`src/rtl/rosc_sampler.sv`:
```
`default_nettype none
// +----------------------------------------------------------------------------+
// | rosc_sampler: samples a free-running ring oscillator into entropy words.     |
// | Build option: define VN_DEBIAS_EN for von Neumann pair debiasing.            |
// | Revision: 1.0                                                                |
// +----------------------------------------------------------------------------+
module rosc_sampler #(
  parameter int SAMPLE_DIV  = 16,
  parameter int WORD_W      = 32,
  parameter int SEED_CYCLES = 4
) (
  input  logic              clk,
  input  logic              reset_n,
  input  logic              enable,
  input  logic              rosc_in,
  output logic              rosc_ctrl,
  output logic              rosc_seed,
  output logic [WORD_W-1:0] data,
  output logic              data_valid,
  input  logic              data_ack
);

  localparam int CNT_W = $clog2(WORD_W + 1);
  localparam logic [7:0]       c_div_last  = 8'(SAMPLE_DIV - 1);
  localparam logic [7:0]       c_div_one   = 8'd1;
  localparam logic [3:0]       c_seed_last = 4'(SEED_CYCLES - 1);
  localparam logic [3:0]       c_seed_one  = 4'd1;
  localparam logic [CNT_W-1:0] c_cnt_last  = CNT_W'(WORD_W - 1);
  localparam logic [CNT_W-1:0] c_cnt_one   = CNT_W'(1);

  typedef enum logic [1:0] {
    IDLE    = 2'd0,
    SEED    = 2'd1,
    COLLECT = 2'd2,
    FULL    = 2'd3
  } state_t;

  state_t            r_state;
  state_t            w_state_nxt;
  logic              r_sync1;
  logic              r_sync2;
  logic [7:0]        r_div;
  logic [3:0]        r_seed_cnt;
  logic [CNT_W-1:0]  r_bit_cnt;
  logic [WORD_W-1:0] r_shift;
  logic              w_wrap;
  logic              w_stay_collect;
  logic              w_accept;
  logic              w_bit;
  logic              w_word_done;

  assign w_wrap         = (r_state == COLLECT) && (r_div == c_div_last);
  assign w_stay_collect = (r_state == COLLECT) && (w_state_nxt == COLLECT);

`ifdef VN_DEBIAS_EN
  logic r_pair_have;
  logic r_pair_a;

  // A bit is emitted only on the second sample of a pair that disagrees with the first.
  assign w_accept = w_wrap && r_pair_have && (r_pair_a != r_sync2);
  assign w_bit    = r_pair_a;

  always_ff @(posedge clk) begin
    if (!reset_n) begin
      r_pair_have <= 1'b0;
      r_pair_a    <= 1'b0;
    end else if (w_stay_collect) begin
      if (w_wrap) begin
        r_pair_have <= ~r_pair_have;
        if (!r_pair_have) r_pair_a <= r_sync2;
      end
    end else begin
      r_pair_have <= 1'b0;
      r_pair_a    <= 1'b0;
    end
  end
`else
  assign w_accept = w_wrap;
  assign w_bit    = r_sync2;
`endif

  assign w_word_done = w_accept && (r_bit_cnt == c_cnt_last);
  assign rosc_ctrl   = (r_state == IDLE) || (r_state == SEED);

  always_comb begin
    w_state_nxt = r_state;
    case (r_state)
      IDLE:    if (enable) w_state_nxt = SEED;
      SEED:    if (r_seed_cnt == c_seed_last) w_state_nxt = COLLECT;
      COLLECT: if (w_word_done) w_state_nxt = FULL;
      FULL:    if (data_ack) w_state_nxt = COLLECT;
      default: w_state_nxt = IDLE;
    endcase
    if (!enable) w_state_nxt = IDLE;
  end

  always_ff @(posedge clk) begin
    if (!reset_n) begin
      r_state    <= IDLE;
      r_sync1    <= 1'b0;
      r_sync2    <= 1'b0;
      r_div      <= '0;
      r_seed_cnt <= '0;
      r_bit_cnt  <= '0;
      r_shift    <= '0;
      rosc_seed  <= 1'b0;
      data       <= '0;
      data_valid <= 1'b0;
    end else begin
      r_sync1    <= rosc_in;
      r_sync2    <= r_sync1;
      r_state    <= w_state_nxt;
      data_valid <= (w_state_nxt == FULL);

      if ((r_state == IDLE) && (w_state_nxt == SEED)) rosc_seed <= ~rosc_seed;

      if ((r_state == SEED) && (w_state_nxt == SEED)) r_seed_cnt <= r_seed_cnt + c_seed_one;
      else                                             r_seed_cnt <= '0;

      // Divider only runs while staying in COLLECT, so every entry restarts it at 0.
      if (w_stay_collect) r_div <= w_wrap ? '0 : r_div + c_div_one;
      else                r_div <= '0;

      if (w_word_done) data <= {r_shift[WORD_W-2:0], w_bit};

      if (!w_stay_collect) begin
        r_bit_cnt <= '0;
        r_shift   <= '0;
      end else if (w_accept) begin
        r_bit_cnt <= r_bit_cnt + c_cnt_one;
        r_shift   <= {r_shift[WORD_W-2:0], w_bit};
      end
    end
  end

endmodule
`default_nettype wire

```
`config.mk`:
```
export PLATFORM = sky130hd
export DESIGN_NAME = rosc_sampler
export DESIGN_NICKNAME = d
export VERILOG_FILES = /design/src/rtl/rosc_sampler.sv
export SDC_FILE = /design/constraint.sdc
export NUM_CORES = 1
export LEC_CHECK = 0
export CAP_MARGIN = 20
export CORE_ASPECT_RATIO = 1.75
export CORE_MARGIN = 3
export CORE_UTILIZATION = 54
export DETAILED_ROUTE_END_ITERATION = 10
export HOLD_SLACK_MARGIN = 0.02
export PLACE_DENSITY = 0.76
export SLEW_MARGIN = 20
export SYNTH_ARGS = -nofsm -noshare
export SYNTH_HDL_FRONTEND = slang
export SYNTH_SLANG_ARGS = --single-unit
```
`constraint.sdc`:
```
create_clock -name clk -period 2.65 [get_ports clk]
set_input_delay 0.53 -clock clk [delete_from_list [all_inputs] [get_ports clk]]
set_output_delay 0.53 -clock clk [all_outputs]
set_load 0.05 [all_outputs]
```
==> flow_summary.toml <==
[yosys]
synth_nets = 391
netlist_instances = 383
syn_area_um2 = 3270
synth_seq_cells = 87
synth-edff-count = 0
syn_area_per_cell_um2 = 8.53
synth.area.top_cells = "dfxtp_1 53%, nand2_1 15%, a21boi_1 6.9%"
synth_top_cell_by_area = "dfxtp_1"
ys.flop_type = "dfxtp_1"
synth_common_cells = "134 x nand2_1, 87 x dfxtp_1, 30 x a21boi_1"
yosysWarnings = 0
async_flop_share = 0
seq_area_frac_synth = 0.533
ys_types = 32
yosysTopAreaCellShare = 0.533
synth.most_common_cell = "nand2_1"

[timing]
worstMarginPinSlew_ns = 0.510
setup_ws_ns = 0.485
fin_crit_sh = 0.817
hold_violations = 0
clock.fmax_mhz = 462
slew_violations = 0
period_needed_ns = 2.17
finalSetupViolations = 0
slew_headroom = 0.659
finClkSkew_ns = 0.00708
tns_ns = 0
rsz0062_at_grt = "false"

[clock_network]
hold_buffers = 0
clkTransAtPathRegs_ns = 0.08
clock_path_buffers = 2
clock_latency_ns = 0.35
cts.sinks = 87
cts_setup_buffers = 0
tritoncts = "yes"
root_buffer = "clkbuf_8"
ctsResizeCount = 0
cts.htree.levels = 3
cts_buffers = 9

[critical_path]
critPathKind = "reg -> reg"
reg2reg_from = "r_div[4]$_SDFF_PP0_"
cp-startpoint = "r_div[4]$_SDFF_PP0_"
cp_max_fo = 39
r2r_cells = 4
r2r_slack_ns = 0.48
crit_path_start_kind = "flip-flop"
cp.arrival_ns = 2.39
worstPathRequired_ns = 2.87
end_kind = "flip-flop"
r2r_end = "r_bit_cnt[3]$_SDFFE_PN0P_"

[pwr]
p_per_area_nw_per_um2 = 601
leakage_nw = 1.22
max-vdd-ir-drop_mv = 0.457

[layout]
antenna_cells = 0
area.growth.synth_to_final_pct = 19.6
drive_above_1_share = 0.0762
nets = 424
nFillCells = 512

[floorplan]
die_area_um2 = 7060
start_util = 0.571
rows = 36
dieHeight_um = 109
io_pins = 40
die_w_um = 64.8
core-area_um2 = 5720

[placement]
globalplace.congestion = 0.876
post-place-ws_ns = 0.510
dp_hpwl_um = 4090
io_buffers = 39

[route]
viasPerCell = 5.17
drt_wl_total_um = 6380
drtPass1Iterations = 4
antenna_left = 0
first_iter_violations = 141
drc = 0
wire_per_inst_um = 12.9
vias = 2562

[global_routing]
antenna_found_initial = 0
overflow = 0
grt_max_degree = 40
grt_pass1_wl_um = 11100
grt_pass1_vias = 2556
grt_usage = 0.202

[worst_hold_path]
hold_end = "r_sync2$_SDFF_PN0_"
whs_path_depth = 1
hold_class = "reg -> reg"
min-delay-start = "r_sync1$_SDFF_PN0_"

[run]
cap_violations = 0

[run_status]
status = "finished, final reports clean"
## cell usage in the layout (no fill, tap or decap), types with 4 or more instances in the layout
master and n:
buf_4 7, clkdlybuf4s50_1 39, clkbuf_8 10, nand2_1 134, a21boi_1 30, dfxtp_1 87
nand3_1 5, a21oi_1 25, a21oi_2 9, nor4_1 4, nor2_1 20, xnor2_1 10
inv_1 5
## cells by family (layout without fill, tap and decap cells)
kind of cell    count (synthesis)  after routing  share of synthesized area
compound gates                 68             68                      0.139
xor+xnor                       13             13                     0.0348
fa+ha+maj                       3              3                     0.0115
buf+inv                        29             66                     0.0444
flops                          87             87                      0.533
simple gates                  183            183                      0.237
## where the power goes
part	leakage [nW]	switching, W	internal (W)	total (W)
Combinational	0.413	0.0000188	0.0000193	0.0000380
Clock	0.103	0.000443	0.000553	0.000996
Sequential	0.701	0.00000328	0.00131	0.00131
## worst max-delay path, stage by stage (launching register included)
cell     delay [ns]
dfxtp_1        0.35
or4_1          0.58
or4_1          0.59
nand2_4        0.40
nor2_1         0.11
## area by class of cell
cell class	instances	area, um2	share of cell area
multi-input combinational	267	1400	0.357
timing repair buffer	46	443	0.113
sequential	87	1740	0.446
clock inverter	3	67.6	0.0173
tap	76	95.1	0.0243
inverter	5	18.8	0.00480
clock buffer	12	145	0.0371
## metrics by stage
step | cell area, um2 | total power [W] | hold WS, ns | std cells | utilization
2_1_floorplan | 3270 | 0.00137 | 0.412 | 383 | -
3_3_place_gp | 3690 | 0.00138 | 0.424 | 481 | 0.646
3_5_place_dp | 3690 | 0.00138 | 0.425 | 481 | 0.646
4_1_cts | 3910 | 0.00237 | 0.442 | 496 | 0.683
5_1_grt | 3910 | 0.00242 | 0.448 | 496 | 0.683
6_report | 3910 | 0.00235 | 0.439 | 496 | 0.683
## routing by layer
metal  part of all wire  GRT usage
met4              0.025      0.113
met1               0.43      0.223
met5                  0          0
met2               0.52      0.356
met3              0.027     0.0381
## worst max path at each step
| stage | endpoint | slack [ns] |
|---|---|---|
| 3_3_place_gp | r_bit_cnt[3]$_SDFFE_PN0P_ | 0.51 |
| 6_report | r_bit_cnt[3]$_SDFFE_PN0P_ | 0.48 |
| 5_1_grt | r_div[3]$_SDFF_PP0_ | 0.38 |
| 3_5_place_dp | r_bit_cnt[3]$_SDFFE_PN0P_ | 0.51 |
| 4_1_cts | r_bit_cnt[3]$_SDFFE_PN0P_ | 0.48 |
| 2_1_floorplan | r_shift[14]$_SDFFE_PN0P_ | 0.55 |
## sequential cells by signal, indices dropped and copies added, names as in the netlist
name	flops
r_sync2	1
r_div	8
r_sync1	1
r_seed_cnt	4
r_bit_cnt	6
r_state	2
r_shift	31
data_valid	1
data	32
rosc_seed	1
Note: power is estimated with default switching activity, not from simulation.
